<file path="src/rtl/seg_scan_pkg.sv">
// Shared constants for the seven-segment scanner: the digit count, the
// active-low "all off" levels, and the hex-to-segment pattern table.
// Patterns are active-low, ordered abcdefg (bit 6 = a, bit 0 = g).
package seg_scan_pkg;

  localparam int          NUM_DIGITS = 8;
  localparam logic [7:0]  AN_OFF     = 8'hFF;
  localparam logic [6:0]  SEG_OFF    = 7'h7F;
  localparam logic        DP_OFF     = 1'b1;

  function automatic logic [6:0] hex_pattern(input logic [3:0] nibble);
    logic [6:0] pat;
    pat = SEG_OFF;
    case (nibble)
      4'h0: pat = 7'b0000001;
      4'h1: pat = 7'b1001111;
      4'h2: pat = 7'b0010010;
      4'h3: pat = 7'b0000110;
      4'h4: pat = 7'b1001100;
      4'h5: pat = 7'b0100100;
      4'h6: pat = 7'b0100000;
      4'h7: pat = 7'b0001111;
      4'h8: pat = 7'b0000000;
      4'h9: pat = 7'b0000100;
      4'hA: pat = 7'b0001000;
      4'hB: pat = 7'b1100000;
      4'hC: pat = 7'b0110001;
      4'hD: pat = 7'b1000010;
      4'hE: pat = 7'b0110000;
      4'hF: pat = 7'b0111000;
      default: pat = SEG_OFF;
    endcase
    return pat;
  endfunction

endpackage

</file>
<file path="src/rtl/seg_scan_hex7.sv">
// Combinational hex nibble to seven-segment decoder.
// Ports:
//   nibble  in  4  hex digit value
//   pattern out 7  active-low cathode pattern, abcdefg
module seg_scan_hex7
  import seg_scan_pkg::*;
(
  input  logic [3:0] nibble,
  output logic [6:0] pattern
);

  always_comb begin
    pattern = hex_pattern(nibble);
  end

endmodule

</file>
<file path="src/rtl/seg_scan.sv">
// Eight-digit multiplexed seven-segment display scanner.
// Each digit gets a slot of DIV_CYCLES clocks; the first BLANK_CYCLES of a
// slot keep all anodes off to avoid ghosting. Display data is captured into
// shadow registers once per frame so a frame never shows a mix of old and
// new values.
// Ports:
//   clk         in  1   system clock
//   rst         in  1   synchronous active-high reset
//   seg_data    in  32  hex value, nibble i -> digit i (digit 0 rightmost)
//   blank_en    in  1   leading-zero suppression enable
//   dp_mask     in  8   per-digit decimal point enable
//   an          out 8   digit anodes, active-low
//   seg         out 7   cathodes abcdefg, active-low
//   dp          out 1   decimal-point cathode, active-low
//   frame_tick  out 1   pulse in the cycle after each shadow load
module seg_scan
  import seg_scan_pkg::*;
#(
  parameter int DIV_CYCLES   = 50000,
  parameter int BLANK_CYCLES = 2
) (
  input  logic        clk,
  input  logic        rst,
  input  logic [31:0] seg_data,
  input  logic        blank_en,
  input  logic [7:0]  dp_mask,
  output logic [7:0]  an,
  output logic [6:0]  seg,
  output logic        dp,
  output logic        frame_tick
);

  localparam int             PW      = $clog2(DIV_CYCLES);
  localparam logic [PW-1:0]  P_LAST  = PW'(DIV_CYCLES - 1);
  localparam logic [PW-1:0]  P_BLANK = PW'(BLANK_CYCLES);

  logic [PW-1:0] p;
  logic [2:0]    k;
  logic          first;      // set during reset; forces a load on the first free cycle
  logic [31:0]   sh_data;
  logic          sh_blank_en;
  logic [7:0]    sh_dp_mask;

  logic          p_wrap;
  logic          load;
  logic          guard;
  logic          suppress;
  logic [3:0]    nibble;
  logic [6:0]    pattern;
  logic [7:0]    an_nxt;
  logic [6:0]    seg_nxt;
  logic          dp_nxt;

  assign p_wrap = (p == P_LAST);
  assign load   = first | ((k == 3'd7) & p_wrap);
  assign guard  = (p < P_BLANK);
  assign nibble = sh_data[{k, 2'b00} +: 4];

  // A digit is a leading zero when it and every digit to its left are zero.
  assign suppress = sh_blank_en & (k != 3'd0) & ((sh_data >> {k, 2'b00}) == 32'd0);

  seg_scan_hex7 u_hex7 (
    .nibble  (nibble),
    .pattern (pattern)
  );

  always_comb begin
    an_nxt  = AN_OFF;
    seg_nxt = SEG_OFF;
    dp_nxt  = DP_OFF;
    if (!guard && !suppress) begin
      an_nxt  = ~(8'd1 << k);
      seg_nxt = pattern;
      dp_nxt  = ~sh_dp_mask[k];
    end
  end

  always_ff @(posedge clk) begin
    if (rst) begin
      p           <= '0;
      k           <= '0;
      first       <= 1'b1;
      sh_data     <= '0;
      sh_blank_en <= 1'b0;
      sh_dp_mask  <= '0;
      frame_tick  <= 1'b0;
      an          <= AN_OFF;
      seg         <= SEG_OFF;
      dp          <= DP_OFF;
    end else begin
      first      <= 1'b0;
      frame_tick <= load;
      if (p_wrap) begin
        p <= '0;
        k <= k + 3'd1;
      end else begin
        p <= p + 1'b1;
      end
      if (load) begin
        sh_data     <= seg_data;
        sh_blank_en <= blank_en;
        sh_dp_mask  <= dp_mask;
      end
      an  <= an_nxt;
      seg <= seg_nxt;
      dp  <= dp_nxt;
    end
  end

endmodule

</file>
<file path="config.mk">
export PLATFORM = sky130hd
export DESIGN_NAME = seg_scan
export DESIGN_NICKNAME = d
export VERILOG_FILES = /design/src/rtl/seg_scan_pkg.sv /design/src/rtl/seg_scan_hex7.sv /design/src/rtl/seg_scan.sv
export SDC_FILE = /design/constraint.sdc
export NUM_CORES = 1
export LEC_CHECK = 0
export BUFFER_PORTS_ARGS = -buffer_cell sky130_fd_sc_hd__buf_2
export CORE_MARGIN = 4
export CORE_UTILIZATION = 45
export CTS_CLUSTER_DIAMETER = 50
export DETAILED_ROUTE_END_ITERATION = 7
export GPL_ROUTABILITY_DRIVEN = 0
export PLACE_DENSITY = 0.77
export SYNTH_ARGS = -nofsm -noshare
export SYNTH_HDL_FRONTEND = slang
export SYNTH_SLANG_ARGS = --single-unit
</file>
<file path="constraint.sdc">
create_clock -name clk -period 3.4 [get_ports clk]
set_clock_uncertainty 0.2 [all_clocks]
set_input_delay 0.34 -clock clk [delete_from_list [all_inputs] [get_ports clk]]
set_output_delay 0.34 -clock clk [all_outputs]
set_load 0.005 [all_outputs]
</file>
==> impl_metrics.py, run 1 <==
metrics = {
    "layout": {
        "n_antenna_cell": 0,
        "num-nets-final": 524,
        "fraction_of_layout_cells_with_a_size_suffix_above_1_pct": 22.8,
        "n_fill_cell": 739,
        "area_growth_syn_to_layout_pct": 16.8,
        "final_core_utilization_pct": 54.1,
        "seqCellArea_um2": 1560,
        "multi_input_area_um2": 1890,
    },
    "logic_synthesis": {
        "post_synth_top_area_share_pct": 43.6,
        "avgSynthCellArea_um2": 8.69,
        "synth-seq-area-share_pct": 43.6,
        "synth.cell_area_um2": 3580,
        "synthTopCellsByArea": "dfxtp_1, nand2_1, a21oi_1",
        "syn_inst": 412,
        "ys_ff_latch": 78,
        "post-synth-top-area-cell": "dfxtp_1",
        "synth_warnings": 0,
        "netlist-cell-type-count": 46,
        "syn-num-nets": 467,
    },
    "sta": {
        "grt_setup_unrepaired": "false",
        "post-route-period-util_pct": 92.8,
        "fin_crit_ns": 3.16,
        "final-setup-viol-count": 0,
        "hold_viol": 0,
        "achievable-frequency_mhz": 317,
        "worst_slew_pin_slew_ns": 0.527,
        "timing_max_transition_violations_final": 0,
        "worst_slack_ns": 0.244,
        "setup_tns_after_final_layout_ns": 0,
        "slew_headroom_pct": 64.8,
    },
    "clocking": {
        "cts.sinks": 78,
        "cts_buffers": 9,
        "clock_latency_ns": 0.36,
        "cts_tree": "built",
        "cts-root-to-sink-buffers": 2,
        "cts_root_buf": "clkbuf_8",
        "clock_tree.htree_level_count": 3,
        "cts.reportedPaths.clkPinSlew_ns": 0.08,
        "post_cts_hold_buffer_count": 0,
    },
    "critical_path": {
        "crit_type": "reg -> reg",
        "slowest_delay_ns": 0.52,
        "critPathRequiredTime_ns": 3.48,
        "worstPathMaxFanout": 13,
        "critPathArrivalTime_ns": 3.24,
        "path_cells": "buf_4 > mux4_2 > nand2_1 > and2_1 > ha_1 > o311ai_0 > o41a_1 > a31o_1 > o2111ai_1",
        "critPathCaptureType": "flip-flop",
        "critPathBufInv": 1,
        "critical-path-top-delay-family": "compound AO/OA/AOI/OAI gates",
        "startpoint_type": "flip-flop",
        "timing.critical_path.slowest_stage_cell": "mux4_2",
    },
    "power_and_ir_drop": {
        "p_comb_share_pct": 10.4,
        "power_report.internal_total_mw": 1.46,
        "p_clk_share_pct": 38.5,
        "power.switching_uw": 475,
        "power.share.sequential_pct": 51.2,
        "share_of_total_power_consumed_by_net_switching_pct": 24.5,
        "pwr_density_cell_nw_per_um2": 463,
        "peakVddDrop_uv": 272,
        "power.static_leakage_nw": 1.63,
        "post-layout-total-power_mw": 1.94,
    },
    "run_status": {
        "run_status": "finished, final reports clean",
    },
    "route": {
        "totalWireLength_um": 8410,
        "wire_per_inst_um": 14.6,
        "num_vias": 3119,
        "first_pass_iters": 5,
        "wl_met2_um": 3910,
        "ant_nets": 0,
        "wl_met1_um": 3740,
        "remaining_drc_errors": 0,
        "highest-signal-layer": "met4",
        "met3WireLength_um": 572,
        "first_iter_violations": 156,
        "post_drt_via_cell_ratio": 5.41,
    },
    "floorplanning": {
        "floorplan.die.height_um": 97.2,
        "die_area_um2": 9450,
        "initial_core_util_pct": 46.4,
        "core_area_um2": 7730,
        "dieWidth_um": 97.2,
        "placement_rows": 32,
        "num_io_pins": 60,
    },
    "place": {
        "dpl.hpwl_um": 6190,
        "dpl_worst_slack_ns": 0.117,
        "numPortBuffers": 59,
    },
    "worst_hold_path": {
        "worstHoldPathType": "in -> reg",
    },
    "run": {
        "maxCapViolations": 0,
    },
    "grt": {
        "grt-ovfl-total": 0,
        "first_pass_grt_wire_length_um": 14000,
        "grt_start_max_net_pins": 49,
        "grt_util_all_layers_pct": 17.9,
        "antenna_found_initial": 0,
        "grt_pass1_vias": 2951,
    },
}
-- worst register-to-register path, cell delays in order (launching register included) --
cell       delay, ns
dfxtp_2         0.45
buf_4           0.21
mux4_2          0.52
nand2_1         0.08
and2_1          0.19
ha_1            0.25
o311ai_0        0.16
o41a_1          0.45
a31o_1          0.38
o2111ai_1       0.19
-- cell usage after synthesis (all sizes together) --
library cell,n
a211oi,2
a21o,2
a21oi,48
a221o,1
a221oi,1
a22oi,1
a31o,1
a31oi,1
a32oi,1
a41oi,1
and2,3
buf,9
clkbuf,12
dfxtp,78
ha,12
inv,9
mux2,2
mux2i,4
mux4,11
nand2,109
nand2b,1
nand3,8
nand4,3
nor2,33
nor3,4
nor3b,1
nor4,11
o2111ai,2
o21ai,6
o21bai,1
o221ai,1
o311ai,6
o41a,1
or2,1
or3,8
or4,5
xnor2,5
xor2,7
-- power by group through the flow --
stage / Combinational [mW] / Clock [mW] / Sequential [mW]
6_report: 0.201 / 0.746 / 0.992
3_3_place_gp: 0.193 / 0 / 1.01
4_1_cts: 0.202 / 0.760 / 0.991
2_1_floorplan: 0.133 / 0 / 1.00
3_5_place_dp: 0.201 / 0 / 1.01
5_1_grt: 0.225 / 0.797 / 0.998
-- routing by layer --
layer / vias up / track usage [%]
met5: - / 0
met4: 0 / 5.96
met3: 17 / 5.60
met2: 109 / 28.4
met1: 1443 / 23.3
li1: 1550 / -
-- cell type report --
cell class,instances,area share [%]
clock buffers,10,3.05
clock inverters,6,2.06
inverters,9,0.807
multi-input cells,304,45.2
flip-flops and latches,78,37.4
well taps,102,3.05
repair buffers,67,8.49
-- worst paths after layout --
check | depth (start not counted) | to | from | slack (ns)
worst max-delay path | 9 | seg[1] | k[0] | 0.24
worst min-delay path | 3 | sh_data[20] | seg_data[20] | 0.01
worst max register to register | 9 | seg[1] | k[0] | 0.24
worst min register to register | 1 | p[0] | p[0] | 0.25
-- layout by cell type, fill, tap and decap left out, types with 3 or more instances in the layout --
cell type and count:
a21oi_1 47, and2_1 3, buf_2 59, buf_4 8, clkbuf_8 9, dfxtp_1 77, ha_1 12, inv_1 6
inv_2 3, mux4_2 10, nand2_1 106, nand2_2 3, nand3_1 5, nand3_2 3, nand4_1 3, nor2_1 33
nor3_1 4, nor4_1 10, o21ai_0 6, o311ai_0 6, or3_1 8, or4_1 5, xnor2_1 5, xor2_1 7
-- per-stage QoR --
step	hold slack [ns]	std cells	cell area (µm²)
2_1_floorplan	0.168	412	3580
3_3_place_gp	0.229	560	3970
3_5_place_dp	0.243	560	3970
4_1_cts	0.0102	576	4180
5_1_grt	0.0125	576	4180
6_report	0.0113	576	4180
-- logic make-up after synthesis --
family	after synthesis	synth area share (%)
xor+xnor	12	2.93
buf+inv	30	3.74
fa+ha+maj	12	4.19
flops	78	43.6
mux	17	9.47
compound gates	76	12.7
simple gates	187	23.3
-- flip-flops by register name (all words and copies together), names as in the netlist --
name / count
sh_dp_mask: 8
frame_tick: 1
dp: 1
p: 16
k: 3
first: 1
an: 8
sh_blank_en: 1
seg: 7
sh_data: 32
-- repair_timing --
action,CTS,global route
gates resized for setup,0,1
buffers inserted,0,0
endpoints found under the setup margin,0,13
Note: power is estimated with default switching activity, not from simulation.
==> run 2: changes to the inputs <==
--- a/config.mk
+++ b/config.mk
@@ -6,12 +6,14 @@
 export NUM_CORES = 1
 export LEC_CHECK = 0
 export BUFFER_PORTS_ARGS = -buffer_cell sky130_fd_sc_hd__buf_2
+export CAP_MARGIN = 30
 export CORE_MARGIN = 4
 export CORE_UTILIZATION = 45
 export CTS_CLUSTER_DIAMETER = 50
 export DETAILED_ROUTE_END_ITERATION = 7
 export GPL_ROUTABILITY_DRIVEN = 0
 export PLACE_DENSITY = 0.77
+export REMOVE_ABC_BUFFERS = 1
 export SYNTH_ARGS = -nofsm -noshare
 export SYNTH_HDL_FRONTEND = slang
 export SYNTH_SLANG_ARGS = --single-unit
==> impl_metrics.py, run 2 (synthesis gave the netlist of run 1 again) <==
metrics = {
    "place": {
        "dpl_worst_slack_ns": 0.287,
        "numPortBuffers": 59,
        "dpl.hpwl_um": 5810,
        "placed_cell_area_um2": 3980,
        "placed_cells_incl_taps": 561,
    },
    "layout": {
        "top_regs": "sh_data x32, p x16",
        "layout.cells.most_common_list": "nand2_1, dfxtp_1, buf_2",
        "num-nets-final": 525,
        "largest_register_ff_count": 32,
        "n_fill_cell": 693,
        "area_growth_syn_to_layout_pct": 16.3,
        "final_core_utilization_pct": 53.9,
        "non_filler_cells_in_the_finished_layout": 577,
        "fraction_of_layout_cells_with_a_size_suffix_above_1_pct": 22.7,
        "final_common_cell": "nand2_1",
        "postLayoutCellArea_um2": 4170,
        "n_antenna_cell": 0,
        "largest_register": "sh_data",
    },
    "sta": {
        "slew_headroom_pct": 48.6,
        "worst_slew_pin_slew_ns": 0.771,
        "hold_viol": 0,
        "worst_slack_ns": 0.284,
        "grt_setup_unrepaired": "false",
        "achievable-frequency_mhz": 321,
        "fin_crit_ns": 3.12,
        "timing_max_transition_violations_final": 0,
        "setup_tns_after_final_layout_ns": 0,
        "whs_ns": 0.0122,
        "final-setup-viol-count": 0,
        "post-route-period-util_pct": 91.7,
    },
    "clocking": {
        "cts_tree": "built",
        "cts-root-to-sink-buffers": 2,
        "post_cts_hold_buffer_count": 0,
        "clock_latency_ns": 0.36,
        "post_cts_resize_count": 0,
        "cts_root_buf": "clkbuf_8",
        "cts.reportedPaths.clkPinSlew_ns": 0.07,
        "cts_buffers": 9,
        "clock_tree.htree_level_count": 3,
        "cts.sinks": 78,
        "cts_setup_buffers": 0,
    },
    "route": {
        "wire_per_inst_um": 13.8,
        "first_pass_iters": 5,
        "first_iter_violations": 259,
        "post_drt_via_cell_ratio": 5.42,
        "remaining_drc_errors": 0,
        "ant_nets": 0,
        "num_vias": 3127,
        "totalWireLength_um": 7950,
    },
    "critical_path": {
        "critPathCaptureType": "flip-flop",
        "critPathArrivalTime_ns": 3.19,
        "number_of_cells_on_the_worst_reg_to_reg_path": 9,
        "critPathRequiredTime_ns": 3.48,
        "timing.critical_path.to": "seg[0]",
        "r2r_setup_slack_ns": 0.28,
        "path_cells": "buf_4 > mux4_2 > nand2_1 > and2_1 > ha_1 > o311ai_0 > o41a_1 > a31o_1 > o2111ai_1",
        "critical_path.reg2reg.endpoint": "seg[0]",
        "crit_type": "reg -> reg",
        "setup.worst_path.start": "k[0]",
        "timing.critical_path.slowest_stage_cell": "mux4_2",
        "startpoint_type": "flip-flop",
        "slowest_delay_ns": 0.51,
        "worstPathMaxFanout": 13,
        "timing.rr.start": "k[0]",
    },
    "grt": {
        "antenna_found_initial": 0,
        "grt_start_max_net_pins": 49,
        "grt-ovfl-total": 0,
        "grt_util_all_layers_pct": 17.3,
        "first_pass_grt_wire_length_um": 13500,
        "grt_pass1_vias": 2892,
    },
    "floorplanning": {
        "num_io_pins": 60,
        "core_area_um2": 7730,
        "initial_core_util_pct": 46.4,
        "placement_rows": 32,
        "dieWidth_um": 97.2,
        "floorplan.die.height_um": 97.2,
        "die_area_um2": 9450,
    },
    "worst_hold_path": {
        "timing.hold.worst_path_depth": 3,
        "worstHoldPathType": "in -> reg",
    },
    "run": {
        "maxCapViolations": 0,
    },
    "power_and_ir_drop": {
        "pwr_density_cell_nw_per_um2": 447,
        "power.static_leakage_nw": 1.63,
        "peakVddDrop_uv": 231,
        "post-layout-total-power_mw": 1.86,
    },
    "run_status": {
        "run_status": "finished, final reports clean",
    },
}
run 2: cell count changes in the layout (fill, tap and decap cells not counted), sizes merged:
cell / delta
inv: +1
buf: +1
bufinv: -1
run 2: critical path, delay by kind of cell (launching register included):
kind,cells,cell delay [ns]
AOI/OAI and AO/OA,4,1.15
adders and majority gates,1,0.26
buffers and inverters,1,0.19
DFF,1,0.43
muxes,1,0.51
and+or+nand+nor,2,0.27
run 2: cell type report:
cell class	instances	area (µm²)	area share, %
clock buffers	10	128	3.06
clock inverters	6	61.3	1.47
inverters	9	33.8	0.811
multi-input cells	304	1890	45.4
flip-flops and latches	78	1560	37.5
well taps	102	128	3.06
repair buffers	68	363	8.71
run 2: how the worst min path moves through the flow:
stage / from / end / slack [ns]
6_report: seg_data[21] / sh_data[21] / 0.01
5_1_grt: dp_mask[2] / sh_dp_mask[2] / 0.0004
4_1_cts: seg_data[21] / sh_data[21] / 0.0005
3_5_place_dp: p[0] / p[0] / 0.24
3_3_place_gp: p[0] / p[0] / 0.23
2_1_floorplan: rst / first / 0.17
run 2: routing by layer:
metal  global-route usage, %  up-vias  part of all wire, %
met3                    4.45       18                  7.1
li1                        -     1552                    -
met2                    25.3      121                   43
met4                    9.05        0                  2.9
met5                       0        -                    0
met1                    23.5     1436                   47
run 2: power by group:
group	internal (mW)	switching, mW	total [mW]
logic	0.0919	0.107	0.198
clock network	0.338	0.335	0.673
registers	0.960	0.0319	0.992
==> run 3: changes to the inputs <==
--- a/config.mk
+++ b/config.mk
@@ -12,7 +12,8 @@
 export CTS_CLUSTER_DIAMETER = 50
 export DETAILED_ROUTE_END_ITERATION = 7
 export GPL_ROUTABILITY_DRIVEN = 0
-export PLACE_DENSITY = 0.77
+export GPL_TIMING_DRIVEN = 0
+export PLACE_DENSITY = 0.74
 export REMOVE_ABC_BUFFERS = 1
 export SYNTH_ARGS = -nofsm -noshare
 export SYNTH_HDL_FRONTEND = slang
==> constraint.sdc (replaced) <==
create_clock -name clk -period 3.95 [get_ports clk]
set_clock_uncertainty 0.2 [all_clocks]
set_input_delay 0.395 -clock clk [delete_from_list [all_inputs] [get_ports clk]]
set_output_delay 0.395 -clock clk [all_outputs]
set_load 0.005 [all_outputs]
==> impl_metrics.py, run 3 (synthesis gave the netlist of run 1 again) <==
metrics = {
    "grt": {
        "grt_util_all_layers_pct": 16.4,
        "antenna_found_initial": 0,
        "first_pass_grt_wire_length_um": 13200,
        "grt_pass1_vias": 2766,
        "grt_start_max_net_pins": 50,
        "grt-ovfl-total": 0,
    },
    "sta": {
        "post-route-period-util_pct": 89.3,
        "hold_viol": 0,
        "worst_slack_ns": 0.422,
        "grt_setup_unrepaired": "false",
        "fin_crit_ns": 3.53,
        "final-setup-viol-count": 0,
        "whs_ns": 0.0877,
        "achievable-frequency_mhz": 283,
        "worst_slew_pin_slew_ns": 0.918,
        "timing_max_transition_violations_final": 0,
        "slew_headroom_pct": 38.7,
    },
    "layout": {
        "largest_register": "sh_data",
        "area_growth_syn_to_layout_pct": 17.6,
        "n_antenna_cell": 0,
        "final_common_cell": "nand2_1",
        "fraction_of_layout_cells_with_a_size_suffix_above_1_pct": 21.7,
        "n_fill_cell": 687,
        "largest_register_ff_count": 32,
        "top_regs": "sh_data x32, p x16",
        "num-nets-final": 519,
        "layout.cells.most_common_list": "nand2_1, dfxtp_1, buf_2",
    },
    "route": {
        "post_drt_via_cell_ratio": 5.27,
        "first_pass_iters": 4,
        "num_vias": 3009,
        "totalWireLength_um": 7700,
        "highest-signal-layer": "met4",
        "first_iter_violations": 213,
        "wire_per_inst_um": 13.5,
        "ant_nets": 0,
        "wl_met1_um": 3770,
        "wl_met2_um": 3380,
        "met3WireLength_um": 448,
        "remaining_drc_errors": 0,
    },
    "clocking": {
        "cts-root-to-sink-buffers": 2,
        "cts_tree": "built",
        "post_cts_resize_count": 0,
        "cts.sinks": 78,
        "clock_tree.htree_level_count": 3,
        "cts.reportedPaths.clkPinSlew_ns": 0.08,
        "clock_latency_ns": 0.34,
        "cts_root_buf": "clkbuf_8",
        "cts_buffers": 9,
        "post_cts_hold_buffer_count": 0,
        "cts_setup_buffers": 0,
    },
    "critical_path": {
        "critical-path-top-delay-family": "compound AO/OA/AOI/OAI gates",
        "critical_path.reg2reg.endpoint": "seg[0]",
        "critPathCaptureType": "flip-flop",
        "setup.worst_path.start": "k[1]",
        "timing.critical_path.to": "seg[0]",
        "critPathRequiredTime_ns": 4.01,
        "path_cells": "mux4_2 > mux2_2 > inv_1 > ha_1 > o311ai_0 > o41a_1 > a31o_1 > o2111ai_1",
        "worstPathMaxFanout": 25,
        "critPathArrivalTime_ns": 3.59,
        "critPathBufInv": 1,
        "path_depth": 8,
        "timing.rr.start": "k[1]",
        "timing.critical_path.slowest_stage_cell": "dfxtp_1",
        "slowest_delay_ns": 0.93,
        "number_of_cells_on_the_worst_reg_to_reg_path": 8,
        "crit_type": "reg -> reg",
        "r2r_setup_slack_ns": 0.42,
        "startpoint_type": "flip-flop",
    },
    "floorplanning": {
        "num_io_pins": 60,
        "core_area_um2": 7730,
        "initial_core_util_pct": 46.4,
        "dieWidth_um": 97.2,
        "placement_rows": 32,
        "floorplan.die.height_um": 97.2,
        "die_area_um2": 9450,
    },
    "power_and_ir_drop": {
        "power.share.sequential_pct": 51.0,
        "power_report.internal_total_mw": 1.26,
        "power.static_leakage_nw": 1.63,
        "peakVddDrop_uv": 217,
        "power.switching_uw": 404,
        "p_clk_share_pct": 38.4,
        "post-layout-total-power_mw": 1.67,
        "p_comb_share_pct": 10.5,
        "pwr_density_cell_nw_per_um2": 396,
        "share_of_total_power_consumed_by_net_switching_pct": 24.2,
    },
    "worst_hold_path": {
        "worstHoldPathType": "in -> reg",
    },
    "place": {
        "dpl_worst_slack_ns": 0.453,
        "dpl.hpwl_um": 5530,
        "numPortBuffers": 59,
    },
    "run_status": {
        "run_status": "finished, final reports clean",
    },
    "run": {
        "maxCapViolations": 0,
    },
}
[run 3: cell count changes in the layout (fill, tap and decap cells not counted), sizes merged]
cell and delta:
inv -1, bufinv +1, buf -6
[run 3: per-layer routing]
metal | track usage (%) | vias to the layer above
li1 | - | 1539
met1 | 23.5 | 1372
met2 | 24.7 | 89
met3 | 3.73 | 9
met4 | 5.11 | 0
met5 | 0 | -
[run 3: how the worst min path moves through the flow]
stage | startpoint | end | slack (ns) | cells past startpoint
final | seg_data[30] | sh_data[30] | 0.09 | 3
after floorplan | p[0] | p[0] | 0.22 | 1
after global routing | seg_data[23] | sh_data[23] | 0.09 | 3
after global placement | p[0] | p[0] | 0.23 | 1
after detailed placement | p[0] | p[0] | 0.24 | 1
after CTS | seg_data[20] | sh_data[20] | 0.08 | 3
[run 3: worst register-to-register path: stages, from the launching register on]
cell and delay [ns]:
dfxtp_1 0.93, mux4_2 0.43, mux2_2 0.34, inv_1 0.13
ha_1 0.24, o311ai_0 0.15, o41a_1 0.44, a31o_1 0.38
o2111ai_1 0.20
[run 3: final cells by class]
cell class                 instances  area (µm²)  share of cell area [%]
clock inverter                     6        86.3                    2.05
tap                              102         128                    3.03
clock buffer                      10         128                    3.03
inverter                           9        33.8                   0.802
sequential                        78        1560                    37.1
multi-input combinational        304        1900                    45.1
timing repair buffer              62         378                    8.97
[run 3: power groups by stage]
stage	Combinational (mW)	Sequential, mW	Clock, mW
4_1_cts	0.176	0.851	0.652
3_3_place_gp	0.164	0.868	0
3_5_place_dp	0.175	0.870	0
2_1_floorplan	0.102	0.864	0
5_1_grt	0.196	0.857	0.686
6_report	0.175	0.851	0.641
[run 3: through the flow]
stage | cell area [µm²] | std cells | setup TNS, ns | util (%)
2_1_floorplan | 3480 | 391 | 0 | -
3_3_place_gp | 3910 | 552 | -8.43 | 50.5
3_5_place_dp | 4000 | 555 | 0 | 51.7
4_1_cts | 4210 | 571 | 0 | 54.5
5_1_grt | 4210 | 571 | 0 | 54.5
6_report | 4210 | 571 | 0 | 54.5
